### src/rtl/codemem_port_arbiter_if.sv
// rtl/codemem_port_arbiter_if.sv - bus bundle between CPU, program loader, arbiter and code memory
// Ports (slave = arbiter view):
//   loader : load_start, ld_valid, ld_byte in; ld_ready, load_busy, load_done out
//   fetch  : if_req, if_addr in; if_gnt, if_rdata, if_rvalid out
//   dread  : dr_req, dr_addr in; dr_gnt, dr_rdata, dr_rvalid out
//   dwrite : dw_req, dw_addr, dw_data in; dw_gnt out
//   memory : mem_outp in; mem_readselect, mem_c1, mem_writeselect, mem_inp out
interface codemem_port_arbiter_if #(
   parameter int AW = 6,
   parameter int DW = 16
);
   logic              load_start;
   logic              ld_valid;
   logic [DW/2-1:0]   ld_byte;
   logic              ld_ready;
   logic              load_busy;
   logic              load_done;
   logic              if_req;
   logic [AW-1:0]     if_addr;
   logic              if_gnt;
   logic [DW-1:0]     if_rdata;
   logic              if_rvalid;
   logic              dr_req;
   logic [AW-1:0]     dr_addr;
   logic              dr_gnt;
   logic [DW-1:0]     dr_rdata;
   logic              dr_rvalid;
   logic              dw_req;
   logic [AW-1:0]     dw_addr;
   logic [DW-1:0]     dw_data;
   logic              dw_gnt;
   logic [AW-1:0]     mem_readselect;
   logic [DW-1:0]     mem_outp;
   logic              mem_c1;
   logic [AW-1:0]     mem_writeselect;
   logic [DW-1:0]     mem_inp;

   modport slave (
      input  load_start, ld_valid, ld_byte, if_req, if_addr, dr_req, dr_addr,
             dw_req, dw_addr, dw_data, mem_outp,
      output ld_ready, load_busy, load_done, if_gnt, if_rdata, if_rvalid,
             dr_gnt, dr_rdata, dr_rvalid, dw_gnt, mem_readselect, mem_c1,
             mem_writeselect, mem_inp
   );

   modport master (
      output load_start, ld_valid, ld_byte, if_req, if_addr, dr_req, dr_addr,
             dw_req, dw_addr, dw_data, mem_outp,
      input  ld_ready, load_busy, load_done, if_gnt, if_rdata, if_rvalid,
             dr_gnt, dr_rdata, dr_rvalid, dw_gnt, mem_readselect, mem_c1,
             mem_writeselect, mem_inp
   );
endinterface

### src/rtl/codemem_port_arbiter.sv
// rtl/codemem_port_arbiter.sv - code memory port arbiter with boot-time program loader
// Ports:
//   clk   : system clock, rising edge
//   reset : asynchronous active-low reset
//   bus   : codemem_port_arbiter_if.slave (loader, fetch, data read/write, memory ports)
module codemem_port_arbiter #(
   parameter int AW         = 6,
   parameter int DW         = 16,
   parameter int STARVE_MAX = 2,
   parameter int LOAD_WORDS = 64
) (
   input  logic                   clk,
   input  logic                   reset,
   codemem_port_arbiter_if.slave  bus
);
   localparam int BW = DW / 2;
   // Counter is AW+1 wide so a full-depth session ends without wrapping to 0.
   localparam logic [AW:0] LAST = (AW+1)'(LOAD_WORDS - 1);
   localparam logic [2:0]  SMAX = 3'(STARVE_MAX);

   typedef enum logic [1:0] {IDLE, LOAD, DONE} state_t;

   state_t          state, state_nxt;
   logic [AW:0]     cnt;
   logic            phase;
   logic [BW-1:0]   hi;
   logic [2:0]      starve;

   logic            if_g, dr_g, dw_g, ld_rdy, busy, c1;
   logic [AW-1:0]   rsel, wsel;
   logic [DW-1:0]   winp;
   logic            fetch_wins;

   always_comb begin
      state_nxt  = state;
      if_g       = 1'b0;
      dr_g       = 1'b0;
      dw_g       = 1'b0;
      ld_rdy     = 1'b0;
      busy       = 1'b0;
      c1         = 1'b0;
      rsel       = '0;
      wsel       = '0;
      winp       = '0;
      fetch_wins = bus.if_req && (starve == SMAX);
      // Every combinational output is forced low while reset is asserted.
      if (reset) begin
         rsel = bus.if_addr;
         case (state)
            IDLE: begin
               if (bus.load_start) state_nxt = LOAD;
               dr_g = bus.dr_req && !fetch_wins;
               if_g = bus.if_req && (fetch_wins || !bus.dr_req);
               if (dr_g) rsel = bus.dr_addr;
               dw_g = bus.dw_req;
               c1   = bus.dw_req;
               wsel = bus.dw_addr;
               winp = bus.dw_data;
            end
            LOAD: begin
               busy   = 1'b1;
               ld_rdy = 1'b1;
               wsel   = cnt[AW-1:0];
               winp   = {hi, bus.ld_byte};
               // A word is written only when its low byte arrives.
               c1     = bus.ld_valid && phase;
               if (bus.ld_valid && phase && cnt == LAST) state_nxt = DONE;
            end
            DONE: begin
               busy      = 1'b1;
               state_nxt = IDLE;
            end
            default: state_nxt = IDLE;
         endcase
      end
   end

   assign bus.if_gnt          = if_g;
   assign bus.dr_gnt          = dr_g;
   assign bus.dw_gnt          = dw_g;
   assign bus.ld_ready        = ld_rdy;
   assign bus.load_busy       = busy;
   assign bus.mem_c1          = c1;
   assign bus.mem_readselect  = rsel;
   assign bus.mem_writeselect = wsel;
   assign bus.mem_inp         = winp;

   always_ff @(posedge clk or negedge reset) begin
      if (!reset) begin
         state         <= IDLE;
         cnt           <= '0;
         phase         <= 1'b0;
         hi            <= '0;
         starve        <= '0;
         bus.if_rdata  <= '0;
         bus.dr_rdata  <= '0;
         bus.if_rvalid <= 1'b0;
         bus.dr_rvalid <= 1'b0;
         bus.load_done <= 1'b0;
      end else begin
         state         <= state_nxt;
         bus.load_done <= (state_nxt == DONE);
         bus.if_rvalid <= if_g;
         bus.dr_rvalid <= dr_g;
         if (if_g) bus.if_rdata <= bus.mem_outp;
         if (dr_g) bus.dr_rdata <= bus.mem_outp;
         // Denied fetch cycles count up (also while held off by a load) and saturate.
         if (bus.if_req && !if_g)
            starve <= (starve == SMAX) ? SMAX : starve + 3'd1;
         else
            starve <= '0;
         if (state == LOAD) begin
            if (bus.ld_valid) begin
               phase <= ~phase;
               if (!phase) hi <= bus.ld_byte;
               else        cnt <= cnt + 1'b1;
            end
         end else begin
            cnt   <= '0;
            phase <= 1'b0;
         end
      end
   end
endmodule

### src/flat_wrapper.sv
// flat-port wrapper written by rule: the top's interface ports become plain ports
module codemem_port_arbiter_flat 
#(
   parameter int AW         = 6,
   parameter int DW         = 16,
   parameter int STARVE_MAX = 2,
   parameter int LOAD_WORDS = 64
)
  (clk, reset, bus_load_start, bus_ld_valid, bus_ld_byte, bus_if_req, bus_if_addr, bus_dr_req, bus_dr_addr, bus_dw_req, bus_dw_addr, bus_dw_data, bus_mem_outp, bus_ld_ready, bus_load_busy, bus_load_done, bus_if_gnt, bus_if_rdata, bus_if_rvalid, bus_dr_gnt, bus_dr_rdata, bus_dr_rvalid, bus_dw_gnt, bus_mem_readselect, bus_mem_c1, bus_mem_writeselect, bus_mem_inp);
  codemem_port_arbiter_if #(.AW(AW), .DW(DW)) bus_i ();
  input  logic clk;
  input  logic reset;
  input wire logic [$bits(bus_i.load_start)-1:0] bus_load_start;
  input wire logic [$bits(bus_i.ld_valid)-1:0] bus_ld_valid;
  input wire logic [$bits(bus_i.ld_byte)-1:0] bus_ld_byte;
  input wire logic [$bits(bus_i.if_req)-1:0] bus_if_req;
  input wire logic [$bits(bus_i.if_addr)-1:0] bus_if_addr;
  input wire logic [$bits(bus_i.dr_req)-1:0] bus_dr_req;
  input wire logic [$bits(bus_i.dr_addr)-1:0] bus_dr_addr;
  input wire logic [$bits(bus_i.dw_req)-1:0] bus_dw_req;
  input wire logic [$bits(bus_i.dw_addr)-1:0] bus_dw_addr;
  input wire logic [$bits(bus_i.dw_data)-1:0] bus_dw_data;
  input wire logic [$bits(bus_i.mem_outp)-1:0] bus_mem_outp;
  output wire logic [$bits(bus_i.ld_ready)-1:0] bus_ld_ready;
  output wire logic [$bits(bus_i.load_busy)-1:0] bus_load_busy;
  output wire logic [$bits(bus_i.load_done)-1:0] bus_load_done;
  output wire logic [$bits(bus_i.if_gnt)-1:0] bus_if_gnt;
  output wire logic [$bits(bus_i.if_rdata)-1:0] bus_if_rdata;
  output wire logic [$bits(bus_i.if_rvalid)-1:0] bus_if_rvalid;
  output wire logic [$bits(bus_i.dr_gnt)-1:0] bus_dr_gnt;
  output wire logic [$bits(bus_i.dr_rdata)-1:0] bus_dr_rdata;
  output wire logic [$bits(bus_i.dr_rvalid)-1:0] bus_dr_rvalid;
  output wire logic [$bits(bus_i.dw_gnt)-1:0] bus_dw_gnt;
  output wire logic [$bits(bus_i.mem_readselect)-1:0] bus_mem_readselect;
  output wire logic [$bits(bus_i.mem_c1)-1:0] bus_mem_c1;
  output wire logic [$bits(bus_i.mem_writeselect)-1:0] bus_mem_writeselect;
  output wire logic [$bits(bus_i.mem_inp)-1:0] bus_mem_inp;
  assign bus_i.load_start = bus_load_start;
  assign bus_i.ld_valid = bus_ld_valid;
  assign bus_i.ld_byte = bus_ld_byte;
  assign bus_i.if_req = bus_if_req;
  assign bus_i.if_addr = bus_if_addr;
  assign bus_i.dr_req = bus_dr_req;
  assign bus_i.dr_addr = bus_dr_addr;
  assign bus_i.dw_req = bus_dw_req;
  assign bus_i.dw_addr = bus_dw_addr;
  assign bus_i.dw_data = bus_dw_data;
  assign bus_i.mem_outp = bus_mem_outp;
  assign bus_ld_ready = bus_i.ld_ready;
  assign bus_load_busy = bus_i.load_busy;
  assign bus_load_done = bus_i.load_done;
  assign bus_if_gnt = bus_i.if_gnt;
  assign bus_if_rdata = bus_i.if_rdata;
  assign bus_if_rvalid = bus_i.if_rvalid;
  assign bus_dr_gnt = bus_i.dr_gnt;
  assign bus_dr_rdata = bus_i.dr_rdata;
  assign bus_dr_rvalid = bus_i.dr_rvalid;
  assign bus_dw_gnt = bus_i.dw_gnt;
  assign bus_mem_readselect = bus_i.mem_readselect;
  assign bus_mem_c1 = bus_i.mem_c1;
  assign bus_mem_writeselect = bus_i.mem_writeselect;
  assign bus_mem_inp = bus_i.mem_inp;
  codemem_port_arbiter #(.AW(AW), .DW(DW), .STARVE_MAX(STARVE_MAX), .LOAD_WORDS(LOAD_WORDS)) u_core (.clk(clk), .reset(reset), .bus(bus_i));
endmodule
### config.mk
export PLATFORM = sky130hd
export DESIGN_NAME = codemem_port_arbiter_flat
export DESIGN_NICKNAME = d
export VERILOG_FILES = /design/src/rtl/codemem_port_arbiter_if.sv /design/src/rtl/codemem_port_arbiter.sv /design/src/flat_wrapper.sv
export SDC_FILE = /design/constraint.sdc
export NUM_CORES = 1
export LEC_CHECK = 0
export CELL_PAD_IN_SITES_DETAIL_PLACEMENT = 1
export CELL_PAD_IN_SITES_GLOBAL_PLACEMENT = 2
export CORE_ASPECT_RATIO = 1.75
export CORE_MARGIN = 2
export CORE_UTILIZATION = 24
export CTS_CLUSTER_SIZE = 30
export DETAILED_ROUTE_END_ITERATION = 16
export PLACE_DENSITY_LB_ADDON = 0.1
export SYNTH_ARGS = -nofsm -noshare
export SYNTH_HDL_FRONTEND = slang
export SYNTH_SLANG_ARGS = --single-unit
export TNS_END_PERCENT = 1
### constraint.sdc
create_clock -name clk -period 2.6 [get_ports clk]
set_input_delay 0.78 -clock clk [delete_from_list [all_inputs] [get_ports clk]]
set_output_delay 0.78 -clock clk [all_outputs]
set_load 0.02 [all_outputs]
==> impl_metrics.tcl <==
set metrics [dict create \
    status "finished, final reports clean" \
    initial_core_util_pct 24.57 \
    cts_hold_buf 0 \
    path_clk_slew_ns 0.07 \
    fin_setup_tns_ns 0 \
    cts_made_buffers 5 \
    first_global_vias 2842 \
    seqCellArea_um2 1401 \
    syn_inst 221 \
    io_pins 134 \
    worst_pin_slew_ns 0.6347 \
    synthArstFlopShare_pct 100.0 \
    nets 445 \
    period_share_pct 97.87 \
    rr_startpoint "u_core.starve[0]" \
    routedWlPerCell_um 18.28 \
    finalCriticalPeriod_ns 2.545 \
    drt_iter0_drc 53 \
    critPathMaxStageDelay_ns 0.45 \
    route.vias.total 2438 \
    cts.sinks 56 \
    setup_viol 0 \
    switching_power_mw 0.7665 \
    p_int_mw 1.917 \
    synth_nets 291 \
    dr.pass1.iters 4 \
    finalMaxSlewViolations 0 \
    crit_chain "clkdlybuf4s50_1 > and3_1 > dlygate4sd2_1" \
    synth-edff-count 0 \
    cp_slowest_cell "clkdlybuf4s50_1" \
    clockRootBuffer "clkbuf_16" \
    antenna_found_initial 0 \
    drcViolationCount 0 \
    portBuffers 133 \
    seq_area_frac_synth_pct 51.07 \
    core_um2 11170 \
    die_w_um 84.83 \
    dieArea_um2 12340 \
    hpwl_um 7340 \
    powerDensity_nw_per_um2 589.0 \
    area_delta_synth_final_pct 66.03 \
    arrival_ns 1.76 \
    grt_pass1_wl_um 14990 \
    syn_avg_cell_area_um2 12.42 \
    placed_area_um2 4427 \
    peakVddDrop_mv 0.3340 \
    hp-class "flop to flop" \
    worst_setup_path_end_kind "output port" \
    ys_seq_elements 56 \
    gr-total-overflow 0 \
    avgViaCountPerCell 4.799 \
    antennaDiodeCount 0 \
    finalInstanceArea_um2 4556 \
    synth_flop_cell "dfrtp_1" \
    yosysTopAreaCell "dfrtp_1" \
    holdCritStartpoint "u_core.starve[0]" \
    ant_nets 0 \
    path_delay_family "buffers and inverters" \
    fin_worst_skew_ns 0.006794 \
    htreeDepth 2 \
    clock_path_buffers 2 \
    gp_congestion 0.7056 \
    leakage_nw 2.082 \
    syn_area_um2 2744 \
    slew_headroom_pct 57.68 \
    track_usage_pct 15.40 \
    dp.cells 500 \
    die_h_um 145.4 \
    combPwrFrac_pct 26.4 \
    cp_max_fo 2 \
    worst_setup_path_start_kind "input port" \
    finalHoldViolCount 0 \
    critPathKind "input port to output port" \
    fmax_mhz 393.0 \
    fin_util_pct 40.80 \
    synth_top_area_share_pct 51.07 \
    startpoint "bus_dw_req" \
    fin_cells 508 \
    synth_area_leaders "dfrtp_1 51%, mux2_2 13%, a22o_1 7.0%" \
    worstPathRequired_ns 1.82 \
    clkPwrFrac_pct 33.0 \
    crit_buf_inv 2 \
    yosys_warnings 0 \
    multiInputGateArea_um2 1284 \
    grt_max_degree 49 \
    holdWs_ns 0.4785 \
    drive_above_1_share_pct 32.71 \
    p_seq_share_pct 40.5 \
    switching_share_pct 28.56 \
    ys_types 41 \
    cts_setup_buffers 0 \
    cts_tree "done" \
    routed_wirelength_um 9288 \
    clkLatencyLatePin_ns 0.30 \
    fill_cells 1231 \
    maxCapViolCount 0 \
    regToRegSetupSlack_ns 0.67 \
    placementRows 51 \
]
==> worst paths after layout <==
path / end / depth (start not counted)
setup reg to reg: u_core.bus.dr_rdata[1] / 7
min in group asynchronous: u_core.starve[2] / 2
hold / removal: u_core.starve[0] / 1
max in group asynchronous: u_core.bus.dr_rdata[3] / 2
setup / recovery: bus_dw_gnt / 3
hold reg to reg: u_core.starve[0] / 1
==> flip-flops by register name (all words and copies together), names as in the netlist <==
name and count:
u_core.cnt 7, u_core.phase 1, u_core.bus.load_done 1, u_core.bus.dr_rdata 16
u_core.state 2, u_core.hi 8, u_core.bus.if_rvalid 1, u_core.bus.dr_rvalid 1
u_core.starve 3, u_core.bus.if_rdata 16
==> cell usage in the layout (no fill, tap or decap), types with 7 or more instances in the layout <==
cell type / count
a21oi_1: 10
a22o_1: 22
buf_4: 28
clkbuf_2: 18
clkdlybuf4s50_1: 96
dfrtp_1: 56
mux2_2: 31
mux2_4: 9
nand2_1: 7
nand3_1: 11
==> power groups by stage <==
| stage | Clock, mW | Sequential [mW] | Combinational, mW |
|---|---|---|---|
| finish | 0.886 | 1.09 | 0.709 |
| global route | 0.952 | 1.11 | 0.781 |
| CTS | 0.918 | 1.09 | 0.748 |
| detailed placement | 0 | 1.11 | 0.778 |
| global placement | 0 | 1.10 | 0.761 |
| floorplan | 0 | 1.07 | 0.390 |
==> routing by layer <==
layer	up-vias	global-route usage [%]	wire [um]
li1	1120	-	-
met1	1222	14.23	2931
met2	82	30.94	5518
met3	14	4.141	598
met4	0	5.397	240
met5	-	0	0
==> metrics by stage <==
step                      power [mW]  setup slack [ns]
after global routing           2.842          -0.03040
after CTS                      2.755           -0.1165
after global placement         1.859           -0.5932
after floorplan                1.456            0.1752
final                          2.683           0.05532
after detailed placement       1.885           -0.6231
==> timing repair <==
item,in CTS,in global routing
setup endpoints to repair,34,30
gates resized for setup,95,34
pin swaps,6,6
==> layout make-up <==
class	count	share of cell area, %
Timing Repair Buffer	160	32.77
Sequential cell	56	30.76
Multi-Input combinational cell	147	28.18
Tap cell	132	3.625
Clock buffer	5	2.746
Clock inverter	3	1.511
Inverter	5	0.4120
==> logic make-up (layout without fill, tap and decap cells) <==
kind of cell             Yosys count  count (layout)  share of synthesized area [%]
flip-flops                        56              56                          51.07
XOR/XNOR                           3               3                         0.9578
buffers and inverters             18             173                          3.876
AO/OA/AOI/OAI                     53              53                          13.73
multiplexers                      41              41                          18.01
AND/OR/NAND/NOR                   45              45                          10.08
adder cells (fa/ha/maj)            5               5                          2.280
==> worst register-to-register path, cell delays in order (launching register included) <==
cell,delay (ns)
dfrtp_1,0.38
inv_1,0.06
ha_1,0.21
buf_4,0.15
nand3b_4,0.11
and3_4,0.23
buf_4,0.30
mux2_2,0.38
==> cells in the mapped netlist, types with 2 or more instances <==
cell type and instances:
dfrtp_1 56, nor2_1 5, nand3_1 11, mux2_4 9
and3b_1 2, o31ai_1 2, a22o_1 22, nor2b_1 2
inv_1 4, o21ai_0 8, clkbuf_1 4, or3_1 2
mux2_2 31, nor3b_1 2, a21oi_1 14, buf_2 6
ha_1 5, buf_6 2, o311ai_0 2, and2_1 3
nand2_1 8, xor2_1 2
Power figures use the tool's default switching activity.
